<file path="config.mk">
export PLATFORM = sky130hd
export DESIGN_NAME = operand_fetch_flat
export DESIGN_NICKNAME = d
export VERILOG_FILES = /design/src/rtl/operand_fetch_if.sv /design/src/rtl/operand_fetch.sv /design/src/flat_wrapper.sv
export SDC_FILE = /design/constraint.sdc
export NUM_CORES = 1
export LEC_CHECK = 0
export CELL_PAD_IN_SITES_DETAIL_PLACEMENT = 1
export CELL_PAD_IN_SITES_GLOBAL_PLACEMENT = 2
export CORE_MARGIN = 2
export CORE_UTILIZATION = 25
export CTS_BUF_LIST = sky130_fd_sc_hd__clkbuf_4 sky130_fd_sc_hd__clkbuf_8
export CTS_CLUSTER_DIAMETER = 30
export CTS_CLUSTER_SIZE = 40
export DETAILED_ROUTE_END_ITERATION = 12
export PLACE_DENSITY = 0.81
export SYNTH_ARGS = -nofsm -noshare
export SYNTH_HDL_FRONTEND = slang
export SYNTH_SLANG_ARGS = --single-unit
export TNS_END_PERCENT = 1
</file>
<file path="constraint.sdc">
create_clock -name clk -period 3.1 [get_ports clk]
set_clock_uncertainty 0.15 [all_clocks]
set_input_delay 0.62 -clock clk [delete_from_list [all_inputs] [get_ports clk]]
set_output_delay 0.62 -clock clk [all_outputs]
set_load 0.005 [all_outputs]
</file>
<file path="src/rtl/operand_fetch_if.sv">
// operand_fetch_if: decode, register-file, writeback, execute and output-handshake signals of the operand-fetch stage.
// master is the surrounding pipeline side; slave is operand_fetch itself.
interface operand_fetch_if #(
   parameter int W  = 64,
   parameter int TW = 32
);
   logic          in_valid;
   logic          in_ready;
   logic [4:0]    in_rn;
   logic [4:0]    in_rm;
   logic [4:0]    in_rd;
   logic          in_use_rn;
   logic          in_use_rm;
   logic [TW-1:0] in_tag;

   logic [4:0]    rf_ra1;
   logic [4:0]    rf_ra2;
   logic [W-1:0]  rf_rd1;
   logic [W-1:0]  rf_rd2;

   logic          wb_we;
   logic [4:0]    wb_rd;
   logic [W-1:0]  wb_data;

   logic          ex_we;
   logic [4:0]    ex_rd;
   logic [W-1:0]  ex_data;
   logic          ex_data_ok;

   logic          out_valid;
   logic          out_ready;
   logic [W-1:0]  out_a;
   logic [W-1:0]  out_b;
   logic [4:0]    out_rd;
   logic [TW-1:0] out_tag;

   modport master (
      output in_valid, in_rn, in_rm, in_rd, in_use_rn, in_use_rm, in_tag,
      input  in_ready,
      input  rf_ra1, rf_ra2,
      output rf_rd1, rf_rd2,
      output wb_we, wb_rd, wb_data,
      output ex_we, ex_rd, ex_data, ex_data_ok,
      input  out_valid, out_a, out_b, out_rd, out_tag,
      output out_ready
   );

   modport slave (
      input  in_valid, in_rn, in_rm, in_rd, in_use_rn, in_use_rm, in_tag,
      output in_ready,
      output rf_ra1, rf_ra2,
      input  rf_rd1, rf_rd2,
      input  wb_we, wb_rd, wb_data,
      input  ex_we, ex_rd, ex_data, ex_data_ok,
      output out_valid, out_a, out_b, out_rd, out_tag,
      input  out_ready
   );
endinterface

</file>
<file path="src/rtl/operand_fetch.sv">
// operand_fetch: regfile read addressing, writeback bypass, load-use stall, execute forwarding when OPF_EX_FWD_EN is defined.
// Accept-to-out_valid one edge later (consumed at the second edge), 1/cycle; out_ready low holds S2, then S1, then drops in_ready.
module operand_fetch #(
   parameter int W  = 64,
   parameter int ZR = 31,
   parameter int TW = 32
) (
   input  logic           clk,
   input  logic           rst,
   operand_fetch_if.slave bus
);
   localparam logic [4:0] ZR_IDX = 5'(ZR);

   logic          s1_vld_q, s1_vld_d;
   logic [4:0]    s1_rn_q, s1_rn_d, s1_rm_q, s1_rm_d, s1_rd_q, s1_rd_d;
   logic          s1_use_rn_q, s1_use_rn_d, s1_use_rm_q, s1_use_rm_d;
   logic [TW-1:0] s1_tag_q, s1_tag_d;
   logic          byp1_vld_q, byp1_vld_d, byp2_vld_q, byp2_vld_d;
   logic [W-1:0]  byp1_dat_q, byp1_dat_d, byp2_dat_q, byp2_dat_d;
   logic          out_vld_q, out_vld_d;
   logic [W-1:0]  out_a_q, out_a_d, out_b_q, out_b_d;
   logic [4:0]    out_rd_q, out_rd_d;
   logic [TW-1:0] out_tag_q, out_tag_d;

   logic         accept, s1_adv, haz1, haz2, ex_hit1, ex_hit2;
   logic [4:0]   ra1, ra2;
   logic [W-1:0] op1, op2;

   // ex_hitN: the instruction in execute will write the register S1 operand N reads
   assign ex_hit1 = s1_use_rn_q && (s1_rn_q != ZR_IDX) && bus.ex_we && (bus.ex_rd == s1_rn_q);
   assign ex_hit2 = s1_use_rm_q && (s1_rm_q != ZR_IDX) && bus.ex_we && (bus.ex_rd == s1_rm_q);

`ifdef OPF_EX_FWD_EN
   assign haz1 = ex_hit1 && !bus.ex_data_ok;
   assign haz2 = ex_hit2 && !bus.ex_data_ok;
`else
   assign haz1 = ex_hit1;
   assign haz2 = ex_hit2;
   logic [W:0] unused_ex;
   assign unused_ex = {bus.ex_data_ok, bus.ex_data};
`endif

   assign s1_adv       = s1_vld_q && !haz1 && !haz2 && (!out_vld_q || bus.out_ready);
   assign bus.in_ready = rst && (!s1_vld_q || s1_adv);
   assign accept       = bus.in_ready && bus.in_valid;

   // A stalled S1 keeps re-reading its own sources so late writebacks are seen
   assign ra1 = accept ? bus.in_rn : s1_rn_q;
   assign ra2 = accept ? bus.in_rm : s1_rm_q;
   assign bus.rf_ra1 = ra1;
   assign bus.rf_ra2 = ra2;

   always_comb begin
      op1 = bus.rf_rd1;
      op2 = bus.rf_rd2;
      if (byp1_vld_q) op1 = byp1_dat_q;
      if (byp2_vld_q) op2 = byp2_dat_q;
`ifdef OPF_EX_FWD_EN
      if (ex_hit1) op1 = bus.ex_data;
      if (ex_hit2) op2 = bus.ex_data;
`endif
      if (!s1_use_rn_q || s1_rn_q == ZR_IDX) op1 = '0;
      if (!s1_use_rm_q || s1_rm_q == ZR_IDX) op2 = '0;
   end

   always_comb begin
      s1_vld_d    = s1_vld_q;
      s1_rn_d     = s1_rn_q;
      s1_rm_d     = s1_rm_q;
      s1_rd_d     = s1_rd_q;
      s1_use_rn_d = s1_use_rn_q;
      s1_use_rm_d = s1_use_rm_q;
      s1_tag_d    = s1_tag_q;
      if (accept) begin
         s1_vld_d    = 1'b1;
         s1_rn_d     = bus.in_rn;
         s1_rm_d     = bus.in_rm;
         s1_rd_d     = bus.in_rd;
         s1_use_rn_d = bus.in_use_rn;
         s1_use_rm_d = bus.in_use_rm;
         s1_tag_d    = bus.in_tag;
      end else if (s1_adv) begin
         s1_vld_d = 1'b0;
      end

      // The file returns the pre-write value when read and write coincide
      byp1_vld_d = bus.wb_we && (bus.wb_rd == ra1) && (ra1 != ZR_IDX);
      byp2_vld_d = bus.wb_we && (bus.wb_rd == ra2) && (ra2 != ZR_IDX);
      byp1_dat_d = bus.wb_data;
      byp2_dat_d = bus.wb_data;

      out_vld_d = out_vld_q;
      out_a_d   = out_a_q;
      out_b_d   = out_b_q;
      out_rd_d  = out_rd_q;
      out_tag_d = out_tag_q;
      if (s1_adv) begin
         out_vld_d = 1'b1;
         out_a_d   = op1;
         out_b_d   = op2;
         out_rd_d  = s1_rd_q;
         out_tag_d = s1_tag_q;
      end else if (bus.out_ready) begin
         out_vld_d = 1'b0;
      end

      if (!rst) begin
         s1_vld_d   = 1'b0;
         byp1_vld_d = 1'b0;
         byp2_vld_d = 1'b0;
         out_vld_d  = 1'b0;
         out_a_d    = '0;
         out_b_d    = '0;
         out_rd_d   = ZR_IDX;
         out_tag_d  = '0;
      end
   end

   always_ff @(posedge clk) begin
      s1_vld_q    <= s1_vld_d;
      s1_rn_q     <= s1_rn_d;
      s1_rm_q     <= s1_rm_d;
      s1_rd_q     <= s1_rd_d;
      s1_use_rn_q <= s1_use_rn_d;
      s1_use_rm_q <= s1_use_rm_d;
      s1_tag_q    <= s1_tag_d;
      byp1_vld_q  <= byp1_vld_d;
      byp2_vld_q  <= byp2_vld_d;
      byp1_dat_q  <= byp1_dat_d;
      byp2_dat_q  <= byp2_dat_d;
      out_vld_q   <= out_vld_d;
      out_a_q     <= out_a_d;
      out_b_q     <= out_b_d;
      out_rd_q    <= out_rd_d;
      out_tag_q   <= out_tag_d;
   end

   assign bus.out_valid = out_vld_q;
   assign bus.out_a     = out_a_q;
   assign bus.out_b     = out_b_q;
   assign bus.out_rd    = out_rd_q;
   assign bus.out_tag   = out_tag_q;
endmodule
</file>
<file path="src/flat_wrapper.sv">
// flat-port wrapper written by rule: the top's interface ports become plain ports
module operand_fetch_flat 
#(
   parameter int W  = 64,
   parameter int ZR = 31,
   parameter int TW = 32
)
  (clk, rst, bus_in_valid, bus_in_rn, bus_in_rm, bus_in_rd, bus_in_use_rn, bus_in_use_rm, bus_in_tag, bus_in_ready, bus_rf_ra1, bus_rf_ra2, bus_rf_rd1, bus_rf_rd2, bus_wb_we, bus_wb_rd, bus_wb_data, bus_ex_we, bus_ex_rd, bus_ex_data, bus_ex_data_ok, bus_out_valid, bus_out_a, bus_out_b, bus_out_rd, bus_out_tag, bus_out_ready);
  operand_fetch_if #(.W(W), .TW(TW)) bus_i ();
  input  logic clk;
  input  logic rst;
  input wire logic [$bits(bus_i.in_valid)-1:0] bus_in_valid;
  input wire logic [$bits(bus_i.in_rn)-1:0] bus_in_rn;
  input wire logic [$bits(bus_i.in_rm)-1:0] bus_in_rm;
  input wire logic [$bits(bus_i.in_rd)-1:0] bus_in_rd;
  input wire logic [$bits(bus_i.in_use_rn)-1:0] bus_in_use_rn;
  input wire logic [$bits(bus_i.in_use_rm)-1:0] bus_in_use_rm;
  input wire logic [$bits(bus_i.in_tag)-1:0] bus_in_tag;
  output wire logic [$bits(bus_i.in_ready)-1:0] bus_in_ready;
  output wire logic [$bits(bus_i.rf_ra1)-1:0] bus_rf_ra1;
  output wire logic [$bits(bus_i.rf_ra2)-1:0] bus_rf_ra2;
  input wire logic [$bits(bus_i.rf_rd1)-1:0] bus_rf_rd1;
  input wire logic [$bits(bus_i.rf_rd2)-1:0] bus_rf_rd2;
  input wire logic [$bits(bus_i.wb_we)-1:0] bus_wb_we;
  input wire logic [$bits(bus_i.wb_rd)-1:0] bus_wb_rd;
  input wire logic [$bits(bus_i.wb_data)-1:0] bus_wb_data;
  input wire logic [$bits(bus_i.ex_we)-1:0] bus_ex_we;
  input wire logic [$bits(bus_i.ex_rd)-1:0] bus_ex_rd;
  input wire logic [$bits(bus_i.ex_data)-1:0] bus_ex_data;
  input wire logic [$bits(bus_i.ex_data_ok)-1:0] bus_ex_data_ok;
  output wire logic [$bits(bus_i.out_valid)-1:0] bus_out_valid;
  output wire logic [$bits(bus_i.out_a)-1:0] bus_out_a;
  output wire logic [$bits(bus_i.out_b)-1:0] bus_out_b;
  output wire logic [$bits(bus_i.out_rd)-1:0] bus_out_rd;
  output wire logic [$bits(bus_i.out_tag)-1:0] bus_out_tag;
  input wire logic [$bits(bus_i.out_ready)-1:0] bus_out_ready;
  assign bus_i.in_valid = bus_in_valid;
  assign bus_i.in_rn = bus_in_rn;
  assign bus_i.in_rm = bus_in_rm;
  assign bus_i.in_rd = bus_in_rd;
  assign bus_i.in_use_rn = bus_in_use_rn;
  assign bus_i.in_use_rm = bus_in_use_rm;
  assign bus_i.in_tag = bus_in_tag;
  assign bus_in_ready = bus_i.in_ready;
  assign bus_rf_ra1 = bus_i.rf_ra1;
  assign bus_rf_ra2 = bus_i.rf_ra2;
  assign bus_i.rf_rd1 = bus_rf_rd1;
  assign bus_i.rf_rd2 = bus_rf_rd2;
  assign bus_i.wb_we = bus_wb_we;
  assign bus_i.wb_rd = bus_wb_rd;
  assign bus_i.wb_data = bus_wb_data;
  assign bus_i.ex_we = bus_ex_we;
  assign bus_i.ex_rd = bus_ex_rd;
  assign bus_i.ex_data = bus_ex_data;
  assign bus_i.ex_data_ok = bus_ex_data_ok;
  assign bus_out_valid = bus_i.out_valid;
  assign bus_out_a = bus_i.out_a;
  assign bus_out_b = bus_i.out_b;
  assign bus_out_rd = bus_i.out_rd;
  assign bus_out_tag = bus_i.out_tag;
  assign bus_i.out_ready = bus_out_ready;
  operand_fetch #(.W(W), .ZR(ZR), .TW(TW)) u_core (.clk(clk), .rst(rst), .bus(bus_i));
endmodule
</file>
-- Word level (Yosys, flattened, before mapping)
Cells that the tools add are included.
- $add $sub $neg: 0
- multiply operators: 0
- divide/modulo/power cells: 0
- order comparisons: 0
- equal/unequal tests: 10
- shifts and indexed selects: 0
- muxes and demuxes: 10
- bitwise operators: 0
- reduce and logical (&&, ||, !) cells: 27
- operators by type and width (operator ; number):
    $mux 64 ; 4
    $eq 5x5->1 ; 4
    $ne 5x5->1 const B ; 4
    $logic_and 1x1->1 ; 15
    $eq 5x5->1 const B ; 2
    $mux 5 ; 2
    $logic_not 1->1 ; 6
    $logic_or 1x1->1 ; 4
    $mux 1 ; 4
    $reduce_bool 2->1 ; 2
- register bits: 282
- bits in latches: 0
- bits in writable memories: 0
- bits in read-only memories: 0
- input bits: 322
- memories: 0

-- Longest topological paths before layout
- depth in word-level cells: 15
- gate-level depth with buffers: 10
- mapped depth without buffers: 7

-- Least setup slack after synthesis
No wires, ideal clock.
- kind: input port to output port
- start: input rst
- end: output bus_rf_ra2[3]
- arrival: 2.240 ns
- setup slack: 0.090 ns
- cell stages on the path: 5
- path buffers: 2
- cell sequence: clkbuf_1 > nand3_1 > o32ai_4 > buf_4 > mux2_2
- longest elaborated chain between the ends: 3
- RTL lines (element ; RTL line ; RTL):
    start: declaration ; flat_wrapper.sv:11 ; input logic rst;
    $logic_and 1x1->1 ; operand_fetch.sv:44 ; assign bus.in_ready = rst && (!s1_vld_q || s1_adv);
    $logic_and 1x1->1 ; operand_fetch.sv:45 ; assign accept = bus.in_ready && bus.in_valid;
    net u_core.accept ; operand_fetch.sv:25 ; logic accept, s1_adv, haz1, haz2, ex_hit1, ex_hit2;
    $mux 5 ; operand_fetch.sv:49 ; assign ra2 = accept ? bus.in_rm : s1_rm_q;
    end: declaration ; flat_wrapper.sv:21 ; output wire logic [$bits(bus_i.rf_ra2)-1:0] bus_rf_ra2;
The timed path passes the listed nets, and every way through them passes these cells.

-- Worst setup path in the final report
- start: input bus_out_ready
- end: output bus_rf_ra1[3]
- longest elaborated chain between the ends: 6
- RTL lines (element ; RTL line ; RTL):
    start: declaration ; flat_wrapper.sv:36 ; input wire logic [$bits(bus_i.out_ready)-1:0] bus_out_ready;
    $logic_or 1x1->1 ; operand_fetch.sv:43 ; assign s1_adv = s1_vld_q && !haz1 && !haz2 && (!out_vld_q || bus.out_ready);
    $logic_and 1x1->1 ; operand_fetch.sv:43 ;
    $logic_or 1x1->1 ; operand_fetch.sv:44 ;
    $logic_and 1x1->1 ; operand_fetch.sv:44 ;
    $logic_and 1x1->1 ; operand_fetch.sv:45 ;
    $mux 5 ; operand_fetch.sv:48 ; assign ra1 = accept ? bus.in_rn : s1_rn_q;
    end: declaration ; flat_wrapper.sv:20 ; output wire logic [$bits(bus_i.rf_ra1)-1:0] bus_rf_ra1;
No other way between the ends.

==> metrics <==
vias per cell=4.475; mux cell area share after synthesis=13.04%; site row count=76; DRC violations left=0; leakage=between 6 and 7 nW; Worst EP required=roughly 2.3 ns; Starting Density=between 20% and 30%; RSZ-0062 raised after global routing=true; DIE HEIGHT=212.9 um; WL final=about 42 mm; Post-Synth Simple-Gate Area=17.67%; setup violators final=10; Slowest cell on crit path=clkdlybuf4s50_1; fin nets=roughly 1.9k; number of synthesized flops with an enable pin=39; ys async rst share=0%; final hold violation count=0; final period utilization=101.4%; Slew HR=40.06%; Routed Antenna Nets=0; Die ar.=0.04533 mm2; most common cell in the netlist=dfxtp_1; first-pass GRT wire length=62.55 mm; Synth Flop Type=dfxtp_1; total global routing overflow=0; failing checks=setup timing; Synth Area in Adders=0%; root buffer cell=clkbuf_8; initial antenna violation count=5; P_int=8.105 mW; share of post-route cells with drive strength above 1=15.40%; Vias=9871; DP HPWL=about 30 mm; Skew-Pair Late Insertion Delay=about 0.65 ns; FF+latch area=0.006070 mm2; final core occ=a little over two fifths; Syn. warnings=0; sequential power share=37.7%; Area growth, synth to finish=65.89%; total core area=0.04308 mm2; synth cell count leaders=dfxtp_1, nor3_1, a21oi_1, mux2i_1, nor2b_1; Synth Area in Compound Gates=under 10%; Yosys cell types=38; largest family of logic cells by synthesized area=simple AND/OR/NAND/NOR gates; multi-input logic area=0.004654 mm2; Crit Path Max Fanout=7; Seq cells post-synth=282; Syn Nets=roughly 1.4k; crit-path cells=clkdlybuf4s50_1 > nand2b_1 > nand3_1 > o32ai_4 > buf_6 > mux2_4 > buf_6; Yosys top cell area share=44.58%; Switching Fraction=roughly 25%; Slew @ Worst Pin=0.8990 ns; synthesized instance count=1068; clock share of power=49.9%; FILL cells=4831; endpoint type of the worst setup path=output port; Pwr Total=between 10 and 15 mW; clock slew at reported path FFs=0.05 ns; XOR/XNOR share of the synthesized area=under 10%; initial detailed-routing violation count=306; Die Wd=212.9 um; Hold Path Class=in -> reg; most used cell, CP=buf_6; Arr. time, crit path=2.37 ns; Sw Pwr=approximately 2.7 mW; Comb pwr share=12.4%; vias in the first global route=10.72k; P per Cell Area=597.0 mW/mm2; Startpoint Class=input port; hold_buf cts=0; CTS tree=yes; largest buffer count on any clock path=3; min cycle time layout=3.144 ns; clk sinks=282; number of buffers created by CTS=between 80 and 90; Post-Syn Area=0.01091 mm2; IO buf count=roughly 430; Max-cap violations=0; status=finished, violations left; total global-route track usage=18.26%; sequential cell area fraction in the yosys report=55.31%; synth top area cells=dfxtp_1, mux2i_1, edfxtp_1, nor2b_1, nor3_1; fin worst setup slack=-0.04421 ns; Max Clk Rate=318.0 MHz; critical path type=in -> out; GP Congestion=0.8239; Worst VDD drop=393.0 uV; largest net degree at the start of global routing=just under 90; Slew Limit Fails=0; Fin Hold WS=0.1771 ns; DR WL/cell=19.12 um; area leader, netlist=dfxtp_1; drt pass-1 iters=4; H-tree depth=3; Top-Level Pins=499; crit-path max cell delay=0.44 ns; syn avg cell area=10.22 um2
## power groups by stage
stage	Combinational [mW]	Clock, mW	Sequential [mW]
global placement	1.28	0	4.12
global route	1.45	5.77	4.09
finish	1.34	5.39	4.07
CTS	1.34	5.55	4.07
detailed placement	1.30	0	4.12
floorplan	0.502	0	4.08
## per-layer routing
layer / track usage (%) / up-vias / part of all wire [%]
met3: 7.736 / 95 / 9.0
met2: 31.97 / 354 / 50
li1: - / 4728 / -
met4: 7.451 / 4 / 3.1
met5: 0 / - / 0.073
met1: 19.24 / 4690 / 38
## state kept, by name, summed over array words and instances (netlist names), 5 cells and up
register and flops:
u_core.bus.out_a 64, u_core.s1_tag_q 32, u_core.bus.out_b 64, u_core.s1_rd_q 5, u_core.s1_rm_q 5, u_core.byp1_dat_q 64, u_core.s1_rn_q 5, u_core.bus.out_rd 5
u_core.bus.out_tag 32
## worst max-delay path: cells and delay by family
kind / cells / cell delay [ns]
multiplexers: 1 / 0.33
AND/OR/NAND/NOR: 2 / 0.26
AO/OA/AOI/OAI: 1 / 0.39
buffers and inverters: 3 / 0.77
## area by class of cell
| class | count | area share [%] |
|---|---|---|
| diodes | 4 | 0.05530 |
| clock buffers | 126 | 8.682 |
| clock inverters | 26 | 1.154 |
| inverters | 2 | 0.04147 |
| multi-input cells | 697 | 25.71 |
| flip-flops and latches | 282 | 33.53 |
| well taps | 585 | 4.044 |
| repair buffers | 484 | 26.78 |
## placed cells by master (no fill, tap or decap), drive strengths merged, types with 34 or more instances in the layout
master / netlist / final
edfxtp: 39 / 39
a21boi: 34 / 34
a21oi: 129 / 129
nor3: 132 / 132
buf: 29 / 60
mux2i: 129 / 129
nor2b: 129 / 129
clkbuf: 58 / 128
dfxtp: 243 / 243
nand2: 84 / 84
clkdlybuf4s50: 0 / 416
## per-stage QoR
stage / instances / worst slack [ns] / instance area [um2] / TNS, ns
floorplan: 1068 / 0.08952 / 10910 / 0
global placement: 2041 / -0.4369 / 16120 / -4.545
detailed placement: 2041 / -0.5126 / 16120 / -5.177
CTS: 2201 / -0.2776 / 18050 / -2.723
global route: 2205 / -0.1954 / 18100 / -1.793
finish: 2206 / -0.04421 / 18100 / -0.3011
## path summary, 6_finish.rpt
path / to / slack, ns / depth (start not counted) / startpoint
max: bus_rf_ra1[3] / -0.04 / 7 / bus_out_ready
min: u_core.bus.out_valid / 0.18 / 2 / rst
max reg2reg: u_core.byp1_vld_q / 0.39 / 10 / u_core.s1_rn_q[4]
min reg2reg: u_core.bus.out_rd[3] / 0.31 / 2 / u_core.s1_rd_q[3]
## logic make-up after synthesis
kind of cell | count (synthesis)
AO/OA/AOI/OAI | 173
XOR/XNOR | 17
buffers and inverters | 89
flip-flops | 282
multiplexers | 140
AND/OR/NAND/NOR | 367
## what timing repair did
item	4_1_cts	5_1_grt
endpoints found under the setup margin	11	11
cloned	1	0
resized for setup	74	19
buffers inserted	7	4
pin swaps	9	7
No activity file was read; power rests on OpenSTA's default activity.
